[config.mk]
export PLATFORM = sky130hd
export DESIGN_NAME = aq_vpu_group1_pipe_ctrl_flat
export DESIGN_NICKNAME = d
export VERILOG_FILES = /design/src/rtl/aq_vpu_group1_pipe_ctrl_if.sv /design/src/rtl/aq_vpu_group1_pipe_ctrl.sv /design/src/flat_wrapper.sv
export SDC_FILE = /design/constraint.sdc
export NUM_CORES = 1
export LEC_CHECK = 0
export CAP_MARGIN = 10
export CORE_UTILIZATION = 44
export CTS_CLUSTER_DIAMETER = 200
export DETAILED_ROUTE_END_ITERATION = 10
export PLACE_DENSITY = 0.81
export SLEW_MARGIN = 20
export SYNTH_ARGS = -nofsm -noshare
export SYNTH_HDL_FRONTEND = slang
export SYNTH_SLANG_ARGS = --single-unit
[constraint.sdc]
create_clock -name forever_cpuclk -period 1.8 [get_ports forever_cpuclk]
set_input_delay 0.36 -clock forever_cpuclk [delete_from_list [all_inputs] [get_ports forever_cpuclk]]
set_output_delay 0.36 -clock forever_cpuclk [all_outputs]
set_load 0.01 [all_outputs]
[src/rtl/aq_vpu_group1_pipe_ctrl_if.sv]
// Issue/stage bus between the IDU/RTU/VFALU side and the VPU group-1 pipeline
// controller.
//
// Issue handshake: idu_vpu_ex1_inst_vld is the valid and !vpu_idu_ex1_stall is
// the ready. An issue transfers in a cycle where both are high. The ready does
// not depend on the valid, so the IDU may keep inst_vld asserted and re-present
// the same instruction until it is accepted.
interface aq_vpu_group1_pipe_ctrl_if #(
    parameter int EU_SEL_WIDTH = 10
);
    // requests and status into the controller
    logic                    idu_vpu_ex1_inst_vld;
    logic [EU_SEL_WIDTH-1:0] idu_vpu_ex1_eu_sel;
    logic                    rtu_yy_xx_flush;
    logic                    vpu_ex4_wb_stall;
    logic                    vfalu_vpu_ex1_denormal_stall;

    // controls out of the controller
    logic                    vpu_idu_ex1_stall;
    logic                    vpu_group_1_xx_ex1_sel;
    logic                    vpu_group_1_xx_ex2_sel;
    logic                    vpu_group_1_xx_ex3_sel;
    logic                    vpu_group_1_xx_ex4_sel;
    logic [EU_SEL_WIDTH-1:0] vpu_group_1_xx_ex1_eu_sel;
    logic [EU_SEL_WIDTH-1:0] vpu_group_1_xx_ex2_eu_sel;
    logic [EU_SEL_WIDTH-1:0] vpu_group_1_xx_ex3_eu_sel;
    logic [EU_SEL_WIDTH-1:0] vpu_group_1_xx_ex4_eu_sel;
    logic                    vpu_group_1_xx_ex2_stall;
    logic                    vpu_group_1_xx_ex3_stall;
    logic                    vpu_group_1_xx_ex4_stall;
    logic                    vpu_rtu_ex4_wb_vld;

    // environment side: drives requests, observes controls
    modport master (
        output idu_vpu_ex1_inst_vld, idu_vpu_ex1_eu_sel, rtu_yy_xx_flush,
               vpu_ex4_wb_stall, vfalu_vpu_ex1_denormal_stall,
        input  vpu_idu_ex1_stall,
               vpu_group_1_xx_ex1_sel, vpu_group_1_xx_ex2_sel,
               vpu_group_1_xx_ex3_sel, vpu_group_1_xx_ex4_sel,
               vpu_group_1_xx_ex1_eu_sel, vpu_group_1_xx_ex2_eu_sel,
               vpu_group_1_xx_ex3_eu_sel, vpu_group_1_xx_ex4_eu_sel,
               vpu_group_1_xx_ex2_stall, vpu_group_1_xx_ex3_stall,
               vpu_group_1_xx_ex4_stall, vpu_rtu_ex4_wb_vld
    );

    // controller side
    modport slave (
        input  idu_vpu_ex1_inst_vld, idu_vpu_ex1_eu_sel, rtu_yy_xx_flush,
               vpu_ex4_wb_stall, vfalu_vpu_ex1_denormal_stall,
        output vpu_idu_ex1_stall,
               vpu_group_1_xx_ex1_sel, vpu_group_1_xx_ex2_sel,
               vpu_group_1_xx_ex3_sel, vpu_group_1_xx_ex4_sel,
               vpu_group_1_xx_ex1_eu_sel, vpu_group_1_xx_ex2_eu_sel,
               vpu_group_1_xx_ex3_eu_sel, vpu_group_1_xx_ex4_eu_sel,
               vpu_group_1_xx_ex2_stall, vpu_group_1_xx_ex3_stall,
               vpu_group_1_xx_ex4_stall, vpu_rtu_ex4_wb_vld
    );
endinterface

[src/rtl/aq_vpu_group1_pipe_ctrl.sv]
// VPU group-1 issue-side pipeline controller. Tracks issued instructions
// through ex1..ex4, drives per-stage sel/eu_sel/stall for the execution-unit
// ctrl blocks, merges writeback backpressure and the ex1 denormal stall, and
// gives the IDU its issue backpressure. eu_sel is carried opaquely.
module aq_vpu_group1_pipe_ctrl #(
    parameter int EU_SEL_WIDTH = 10
) (
    input logic                     forever_cpuclk,
    input logic                     cpurst_b,
    aq_vpu_group1_pipe_ctrl_if.slave bus
);

    logic                    ex1_vld, ex2_vld, ex3_vld, ex4_vld;
    logic                    ex1_vld_nxt, ex2_vld_nxt, ex3_vld_nxt, ex4_vld_nxt;
    logic [EU_SEL_WIDTH-1:0] ex1_eu_sel, ex2_eu_sel, ex3_eu_sel, ex4_eu_sel;
    logic                    ex1_load, ex2_load, ex3_load, ex4_load;

    logic                    flush;
    logic                    ex4_stall, ex3_stall, ex2_stall, ex1_hold;
    logic                    issue_stall, issue_accept;

    assign flush = bus.rtu_yy_xx_flush;

    // Stall chain: a stage only stalls if it is occupied and the stage ahead
    // of it stalls, so bubbles ahead of a blocked ex4 are squeezed out.
    assign ex4_stall = ex4_vld & bus.vpu_ex4_wb_stall;
    assign ex3_stall = ex3_vld & ex4_stall;
    assign ex2_stall = ex2_vld & ex3_stall;
    assign ex1_hold  = ex1_vld & (ex2_stall | bus.vfalu_vpu_ex1_denormal_stall);

    // Flush blocks issue in the flush cycle because ex1 is being cleared.
    assign issue_stall  = ex1_hold | flush;
    assign issue_accept = bus.idu_vpu_ex1_inst_vld & ~issue_stall;

    // Next-state valids; ex4 is committed and survives a flush, but nothing
    // enters it from ex3 during the flush cycle.
    always_comb begin
        ex4_vld_nxt = ex4_vld;
        ex3_vld_nxt = ex3_vld;
        ex2_vld_nxt = ex2_vld;
        ex1_vld_nxt = ex1_vld;
        ex4_load    = 1'b0;
        ex3_load    = 1'b0;
        ex2_load    = 1'b0;
        ex1_load    = 1'b0;

        if (!ex4_stall) begin
            ex4_vld_nxt = ex3_vld & ~flush;
            ex4_load    = ex3_vld & ~flush;
        end

        if (flush) begin
            ex3_vld_nxt = 1'b0;
            ex2_vld_nxt = 1'b0;
            ex1_vld_nxt = 1'b0;
        end else begin
            if (!ex3_stall) begin
                ex3_vld_nxt = ex2_vld;
                ex3_load    = ex2_vld;
            end
            // A denormal hold in ex1 sends a bubble into ex2.
            if (!ex2_stall) begin
                ex2_vld_nxt = ex1_vld & ~ex1_hold;
                ex2_load    = ex1_vld & ~ex1_hold;
            end
            if (!ex1_hold) begin
                ex1_vld_nxt = issue_accept;
                ex1_load    = issue_accept;
            end
        end
    end

    // Stage valid registers.
    always_ff @(posedge forever_cpuclk or negedge cpurst_b) begin
        if (!cpurst_b) begin
            ex1_vld <= 1'b0;
            ex2_vld <= 1'b0;
            ex3_vld <= 1'b0;
            ex4_vld <= 1'b0;
        end else begin
            ex1_vld <= ex1_vld_nxt;
            ex2_vld <= ex2_vld_nxt;
            ex3_vld <= ex3_vld_nxt;
            ex4_vld <= ex4_vld_nxt;
        end
    end

    // eu_sel registers only move with a valid instruction; stale otherwise.
    always_ff @(posedge forever_cpuclk or negedge cpurst_b) begin
        if (!cpurst_b) begin
            ex1_eu_sel <= '0;
            ex2_eu_sel <= '0;
            ex3_eu_sel <= '0;
            ex4_eu_sel <= '0;
        end else begin
            if (ex1_load) ex1_eu_sel <= bus.idu_vpu_ex1_eu_sel;
            if (ex2_load) ex2_eu_sel <= ex1_eu_sel;
            if (ex3_load) ex3_eu_sel <= ex2_eu_sel;
            if (ex4_load) ex4_eu_sel <= ex3_eu_sel;
        end
    end

    // Output drive.
    always_comb begin
        bus.vpu_idu_ex1_stall         = issue_stall;
        bus.vpu_group_1_xx_ex1_sel    = ex1_vld;
        bus.vpu_group_1_xx_ex2_sel    = ex2_vld;
        bus.vpu_group_1_xx_ex3_sel    = ex3_vld;
        bus.vpu_group_1_xx_ex4_sel    = ex4_vld;
        bus.vpu_group_1_xx_ex1_eu_sel = ex1_eu_sel;
        bus.vpu_group_1_xx_ex2_eu_sel = ex2_eu_sel;
        bus.vpu_group_1_xx_ex3_eu_sel = ex3_eu_sel;
        bus.vpu_group_1_xx_ex4_eu_sel = ex4_eu_sel;
        bus.vpu_group_1_xx_ex2_stall  = ex2_stall;
        bus.vpu_group_1_xx_ex3_stall  = ex3_stall;
        bus.vpu_group_1_xx_ex4_stall  = ex4_stall;
        bus.vpu_rtu_ex4_wb_vld        = ex4_vld & ~bus.vpu_ex4_wb_stall;
    end

endmodule

[src/flat_wrapper.sv]
// flat-port wrapper written by rule: the top's interface ports become plain ports
module aq_vpu_group1_pipe_ctrl_flat 
#(
    parameter int EU_SEL_WIDTH = 10
)
  (forever_cpuclk, cpurst_b, bus_idu_vpu_ex1_inst_vld, bus_idu_vpu_ex1_eu_sel, bus_rtu_yy_xx_flush, bus_vpu_ex4_wb_stall, bus_vfalu_vpu_ex1_denormal_stall, bus_vpu_idu_ex1_stall, bus_vpu_group_1_xx_ex1_sel, bus_vpu_group_1_xx_ex2_sel, bus_vpu_group_1_xx_ex3_sel, bus_vpu_group_1_xx_ex4_sel, bus_vpu_group_1_xx_ex1_eu_sel, bus_vpu_group_1_xx_ex2_eu_sel, bus_vpu_group_1_xx_ex3_eu_sel, bus_vpu_group_1_xx_ex4_eu_sel, bus_vpu_group_1_xx_ex2_stall, bus_vpu_group_1_xx_ex3_stall, bus_vpu_group_1_xx_ex4_stall, bus_vpu_rtu_ex4_wb_vld);
  aq_vpu_group1_pipe_ctrl_if #(.EU_SEL_WIDTH(EU_SEL_WIDTH)) bus_i ();
  input logic forever_cpuclk;
  input logic cpurst_b;
  input wire logic [$bits(bus_i.idu_vpu_ex1_inst_vld)-1:0] bus_idu_vpu_ex1_inst_vld;
  input wire logic [$bits(bus_i.idu_vpu_ex1_eu_sel)-1:0] bus_idu_vpu_ex1_eu_sel;
  input wire logic [$bits(bus_i.rtu_yy_xx_flush)-1:0] bus_rtu_yy_xx_flush;
  input wire logic [$bits(bus_i.vpu_ex4_wb_stall)-1:0] bus_vpu_ex4_wb_stall;
  input wire logic [$bits(bus_i.vfalu_vpu_ex1_denormal_stall)-1:0] bus_vfalu_vpu_ex1_denormal_stall;
  output wire logic [$bits(bus_i.vpu_idu_ex1_stall)-1:0] bus_vpu_idu_ex1_stall;
  output wire logic [$bits(bus_i.vpu_group_1_xx_ex1_sel)-1:0] bus_vpu_group_1_xx_ex1_sel;
  output wire logic [$bits(bus_i.vpu_group_1_xx_ex2_sel)-1:0] bus_vpu_group_1_xx_ex2_sel;
  output wire logic [$bits(bus_i.vpu_group_1_xx_ex3_sel)-1:0] bus_vpu_group_1_xx_ex3_sel;
  output wire logic [$bits(bus_i.vpu_group_1_xx_ex4_sel)-1:0] bus_vpu_group_1_xx_ex4_sel;
  output wire logic [$bits(bus_i.vpu_group_1_xx_ex1_eu_sel)-1:0] bus_vpu_group_1_xx_ex1_eu_sel;
  output wire logic [$bits(bus_i.vpu_group_1_xx_ex2_eu_sel)-1:0] bus_vpu_group_1_xx_ex2_eu_sel;
  output wire logic [$bits(bus_i.vpu_group_1_xx_ex3_eu_sel)-1:0] bus_vpu_group_1_xx_ex3_eu_sel;
  output wire logic [$bits(bus_i.vpu_group_1_xx_ex4_eu_sel)-1:0] bus_vpu_group_1_xx_ex4_eu_sel;
  output wire logic [$bits(bus_i.vpu_group_1_xx_ex2_stall)-1:0] bus_vpu_group_1_xx_ex2_stall;
  output wire logic [$bits(bus_i.vpu_group_1_xx_ex3_stall)-1:0] bus_vpu_group_1_xx_ex3_stall;
  output wire logic [$bits(bus_i.vpu_group_1_xx_ex4_stall)-1:0] bus_vpu_group_1_xx_ex4_stall;
  output wire logic [$bits(bus_i.vpu_rtu_ex4_wb_vld)-1:0] bus_vpu_rtu_ex4_wb_vld;
  assign bus_i.idu_vpu_ex1_inst_vld = bus_idu_vpu_ex1_inst_vld;
  assign bus_i.idu_vpu_ex1_eu_sel = bus_idu_vpu_ex1_eu_sel;
  assign bus_i.rtu_yy_xx_flush = bus_rtu_yy_xx_flush;
  assign bus_i.vpu_ex4_wb_stall = bus_vpu_ex4_wb_stall;
  assign bus_i.vfalu_vpu_ex1_denormal_stall = bus_vfalu_vpu_ex1_denormal_stall;
  assign bus_vpu_idu_ex1_stall = bus_i.vpu_idu_ex1_stall;
  assign bus_vpu_group_1_xx_ex1_sel = bus_i.vpu_group_1_xx_ex1_sel;
  assign bus_vpu_group_1_xx_ex2_sel = bus_i.vpu_group_1_xx_ex2_sel;
  assign bus_vpu_group_1_xx_ex3_sel = bus_i.vpu_group_1_xx_ex3_sel;
  assign bus_vpu_group_1_xx_ex4_sel = bus_i.vpu_group_1_xx_ex4_sel;
  assign bus_vpu_group_1_xx_ex1_eu_sel = bus_i.vpu_group_1_xx_ex1_eu_sel;
  assign bus_vpu_group_1_xx_ex2_eu_sel = bus_i.vpu_group_1_xx_ex2_eu_sel;
  assign bus_vpu_group_1_xx_ex3_eu_sel = bus_i.vpu_group_1_xx_ex3_eu_sel;
  assign bus_vpu_group_1_xx_ex4_eu_sel = bus_i.vpu_group_1_xx_ex4_eu_sel;
  assign bus_vpu_group_1_xx_ex2_stall = bus_i.vpu_group_1_xx_ex2_stall;
  assign bus_vpu_group_1_xx_ex3_stall = bus_i.vpu_group_1_xx_ex3_stall;
  assign bus_vpu_group_1_xx_ex4_stall = bus_i.vpu_group_1_xx_ex4_stall;
  assign bus_vpu_rtu_ex4_wb_vld = bus_i.vpu_rtu_ex4_wb_vld;
  aq_vpu_group1_pipe_ctrl #(.EU_SEL_WIDTH(EU_SEL_WIDTH)) u_core (.forever_cpuclk(forever_cpuclk), .cpurst_b(cpurst_b), .bus(bus_i));
endmodule
Yosys cells after proc, flatten, opt, wreduce, memory -nomap -nowiden. Index checks and enable logic that the tools add are counted.

Bits of input ports: 16. Output and inout bits: 49. Word-level logic and storage cells: 38. Bits in registers: 44.

Bitwise operators: 14. Mux-type cells: 13. Equal/unequal tests: 3.

Operator list (count): $mux 1 (13); $and 1x1->1 (8); $ne 2x2->1 const B (3); $not 1->1 (4); $or 1x1->1 (2).

Logic depth before layout (Yosys ltp).
Depth after elaboration: 10. Mapped depth: 5. Gate-level depth less buffers: 4.

Worst setup path after synthesis. OpenSTA, ideal clock, no wires.

Path type: register -> register. From: register u_core.ex4_vld (netlist: u_core.bus.vpu_group_1_xx_ex4_sel). To: register u_core.ex2_eu_sel[0] (netlist: u_core.bus.vpu_group_1_xx_ex2_eu_sel[0]). Stages on the path, launching flop included: 6. Data required time: 1675 ps. Arrival: 1443 ps. Path slack: 231 ps. Period minus slack after synthesis: 1569 ps. Buffers on the path: 1. Library setup time: 125 ps. Cells stage by stage: dfrtp_1 -> nand4_1 -> inv_1 -> or3_1 -> buf_6 -> mux2_4.

Word-level cells in the longest chain between the ends: 9.

RTL lines: from (decl) (RTL line aq_vpu_group1_pipe_ctrl.sv:13) `logic ex1_vld, ex2_vld, ex3_vld, ex4_vld;`; from (signal assigned) (RTL line aq_vpu_group1_pipe_ctrl.sv:84) `ex4_vld <= ex4_vld_nxt;`; $and 1x1->1 * (RTL line aq_vpu_group1_pipe_ctrl.sv:26) `assign ex4_stall = ex4_vld & bus.vpu_ex4_wb_stall;`; $and 1x1->1 * (RTL line aq_vpu_group1_pipe_ctrl.sv:27) `assign ex3_stall = ex3_vld & ex4_stall;`; $and 1x1->1 * (RTL line aq_vpu_group1_pipe_ctrl.sv:28) `assign ex2_stall = ex2_vld & ex3_stall;`; named net bus_vpu_group_1_xx_ex2_stall (RTL line flat_wrapper.sv:24) `output wire logic [$bits(bus_i.vpu_group_1_xx_ex2_stall)-1:0] bus_vpu_group_1_xx_ex2_stall;`; $or 1x1->1 (RTL line aq_vpu_group1_pipe_ctrl.sv:29) `assign ex1_hold = ex1_vld & (ex2_stall | bus.vfalu_vpu_ex1_denormal_stall);`; $and 1x1->1 (RTL line aq_vpu_group1_pipe_ctrl.sv:29); $not 1->1 (RTL line aq_vpu_group1_pipe_ctrl.sv:64) `ex2_load = ex1_vld & ~ex1_hold;`; $and 1x1->1 (RTL line aq_vpu_group1_pipe_ctrl.sv:64); $mux 1 * (RTL line aq_vpu_group1_pipe_ctrl.sv:62) `if (!ex2_stall) begin`; $mux 1 * (RTL line aq_vpu_group1_pipe_ctrl.sv:52) `if (flush) begin`; to (signal assigned) (RTL line aq_vpu_group1_pipe_ctrl.sv:97) `if (ex2_load) ex2_eu_sel <= ex1_eu_sel;`; to (decl) (RTL line aq_vpu_group1_pipe_ctrl.sv:15) `logic [EU_SEL_WIDTH-1:0] ex1_eu_sel, ex2_eu_sel, ex3_eu_sel, ex4_eu_sel;`.

Mark *: on every way through the listed nets, which the timed path passes. The rest lies on a longest branch. A chain may end at the register's enable or synchronous reset.

Worst setup path in the final report.
From: input port bus_vfalu_vpu_ex1_denormal_stall. To: output port bus_vpu_idu_ex1_stall.

Word-level cells in the longest chain between the ends: 3.

RTL lines: from (decl) (RTL line flat_wrapper.sv:14) `input wire logic [$bits(bus_i.vfalu_vpu_ex1_denormal_stall)-1:0] bus_vfalu_vpu_ex1_denormal_stall;`; $or 1x1->1 (RTL line aq_vpu_group1_pipe_ctrl.sv:29); $and 1x1->1 (RTL line aq_vpu_group1_pipe_ctrl.sv:29); $or 1x1->1 (RTL line aq_vpu_group1_pipe_ctrl.sv:32) `assign issue_stall = ex1_hold | flush;`; to (decl) (RTL line flat_wrapper.sv:15) `output wire logic [$bits(bus_i.vpu_idu_ex1_stall)-1:0] bus_vpu_idu_ex1_stall;`.

Every way passes these cells.

==> impl_results.md <==
- Congestion Overflow GR: 0
- Total Nets Final: 208
- Largest net degree at the start of global routing: 17
- Syn Area/Cell: 16.6 um2
- Synth area leaders: dfrtp_1, mux2_4, mux2_2
- Die footprint: 4330 um2
- Dpl hpwl: 2.78 mm
- Post-route cell area: 2700 um2
- Crit path kind: input pin to output pin
- Core box area: 3770 um2
- Crit. End Element: output pin
- RSZ-0062 raised after global routing: false
- Post-synth top cells: dfrtp_1, mux2_2, mux2_4, inv_1, nor2_1
- Fraction of registers with async set/reset: 100%
- Clk buf depth: 2
- Synth top area share: 61.5%
- Vert. Die Dim: 65.8 um
- Crit path buffers/inverters: 2
- CP top delay family: buffers and inverters
- Clock Root Buffer: clkbuf_8
- First-pass detailed-route iteration total: 4
- Fill cell count: 243
- Max-cap viol count: 0
- WHS: 0.494 ns
- Sw Share: 26.0%
- Fin Setup TNS: 0 ns
- Critical path, cell by cell: clkdlybuf4s50_1, a41o_1, a21o_1, clkdlybuf4s15_1
- Clk_skew: 0.00290 ns
- NetSw: 843 uW
- HP Class: input pin to asynchronous set/reset pin
- Initial antenna violation count: 0
- Distinct cells, synth: 20
- P_int: 2.40 mW
- Count leader, synth: dfrtp_1
- Starting density of the core: 47.4%
- Global-route wire length before repair: 5.95 mm
- Area leader, netlist: dfrtp_1
- ANT nets after route: 0
- Cells after synthesis: 108
- Final WL: 3.74 mm
- Number of inserted diodes: 0
- Setup violations, final: 0
- Reg2reg start: u_core.bus.vpu_group_1_xx_ex4_sel
- Vias: 1174
- Synth Flop Type: dfrtp_1
- Critical-path top delay cell: clkdlybuf4s50_1
- Via density: 4.91
- Logic gate share of total power: 33.7%
- Flop pwr share: 44.6%
- Mapped Nets: 124
- Clock sinks: 44
- H-tree Lvls: 2
- Worst vdd ir: 555 uV
- CTS tree: yes
- Crit path launch: bus_vfalu_vpu_ex1_denormal_stall
- Delay of the slowest critical-path stage: 0.42 ns
- Gr usage total: 19.5%
- Die W: 65.8 um
- PwrDens: 1200 nW/um2
- Clock-pin slew on the worst setup and hold paths: 0.07 ns
- CTS buffer count: 5
- Layout cells sized above 1: 34.0%
- Slew HR: 77.1%
- Port Buf Inserts: 64
- I/O Pins: 65
- Starting DRT DRC Count: 37
- Setup WS post-layout: 0.0358 ns
- Sequential area share after synthesis: 61.5%
- Crit path max fanout: 2
- YS warnings: 0
- WL/cell: 15.7 um
- Cells after DPL: 227
- WP data required: 1.44 ns
- CP Launch Type: input pin
- Placed instance area: 2560 um2
- GP Congestion: 0.833
- Max Slew Vio Count: 0
- Synth Cell Area: 1790 um2
- Clock network fraction of total power: 21.7%
- Max Fclk: 567 MHz
- Final period utilization: 98.0%
- DRC: 0
- Worst EP arrival: 1.40 ns
- Status: completed
- Place WS: -0.313 ns
- Worst-Skew Late Latency: 0.29 ns
- Vias in the first global route: 1186
- Post-synth EDFFs: 0
- Final Core Density: 71.5%
- # rows: 22
- Total power draw: 3.24 mW
- Leakage: 1.30 nW
- Final Critical Period: 1.76 ns
- Synth Register Bits: 44
- Fin. Hold Viols: 0
- Layout area overhead: 50.6%
- Worst slew pin tran: 0.344 ns
- Cell Count, Final, Fillers Out: 239
==> state kept, by name, summed over array words and instances, names as in the netlist <==
name	count
u_core.bus.vpu_group_1_xx_ex1_eu_sel	10
u_core.bus.vpu_group_1_xx_ex2_eu_sel	10
u_core.bus.vpu_group_1_xx_ex3_eu_sel	10
u_core.bus.vpu_group_1_xx_ex4_eu_sel	10
u_core.bus.vpu_group_1_xx_ex1_sel	1
u_core.bus.vpu_group_1_xx_ex2_sel	1
u_core.bus.vpu_group_1_xx_ex3_sel	1
u_core.bus.vpu_group_1_xx_ex4_sel	1
==> placed cells by master (no fill, tap or decap), drive strengths merged <==
cell and count:
buf 17, and2b 1, a21o 1, clkbuf 5
or3b 1, a21oi 3, mux2 40, a41o 1
nand4 1, inv 3, nand3b 1, clkdlybuf4s15 1
bufinv 1, nand2b 2, clkdlybuf4s50 56, or3 1
o21ai 1, nor2 3, dfrtp 44, nand2 1
dlygate4sd3 1, and3 1, dlygate4sd2 5
==> timing repair <==
action,CTS,global route
resized for setup,8,0
hold endpoints to repair,14,0
setup endpoints to repair,5,0
hold buffers,1,0
buffers inserted,5,0
==> cells by family (layout without fill, tap and decap cells) <==
| kind of cell | count (synthesis) | count (layout) | synth area share (%) |
|---|---|---|---|
| compound gates | 6 | 6 | 2.73 |
| mux | 40 | 40 | 29.4 |
| buf+inv | 6 | 89 | 2.17 |
| flops | 44 | 44 | 61.5 |
| simple gates | 12 | 12 | 4.20 |
==> path summary, 6_finish.rpt <==
kind,endpoint,slack (ns),depth (start not counted)
setup / recovery,bus_vpu_idu_ex1_stall,0.04,4
hold / removal,u_core.bus.vpu_group_1_xx_ex4_eu_sel[7],0.49,2
setup reg to reg,u_core.bus.vpu_group_1_xx_ex3_eu_sel[2],0.06,5
hold reg to reg,u_core.bus.vpu_group_1_xx_ex4_eu_sel[6],0.51,1
max in group asynchronous,u_core.bus.vpu_group_1_xx_ex4_eu_sel[0],0.79,3
min in group forever_cpuclk,u_core.bus.vpu_group_1_xx_ex4_eu_sel[6],0.51,1
==> layer usage <==
layer	wire (um)	vias to the layer above	share of wire [%]	global-route usage, %
met5	0	-	0	0
met4	79	0	2.1	10.1
met3	115	6	3.1	4.48
met2	2050	27	55	33.9
met1	1500	593	40	22.0
li1	-	548	-	-
==> power groups by stage <==
stage | combinational (mW) | sequential, mW | clock, mW
after global placement | 1.08 | 1.45 | 0
after detailed placement | 1.10 | 1.47 | 0
after CTS | 1.11 | 1.45 | 0.729
final | 1.09 | 1.44 | 0.703
after floorplan | 0.346 | 1.55 | 0
after global routing | 1.16 | 1.48 | 0.761
==> final cells by class <==
| cell class | count | area (um2) | area share (%) |
|---|---|---|---|
| sequential | 44 | 1100 | 40.9 |
| timing repair buffer | 80 | 774 | 28.7 |
| multi-input combinational | 58 | 649 | 24.1 |
| clock buffer | 5 | 68.8 | 2.55 |
| tap | 48 | 60.1 | 2.23 |
| clock inverter | 1 | 30.0 | 1.11 |
| inverter | 3 | 11.3 | 0.418 |
Power figures use the tool's default switching activity.
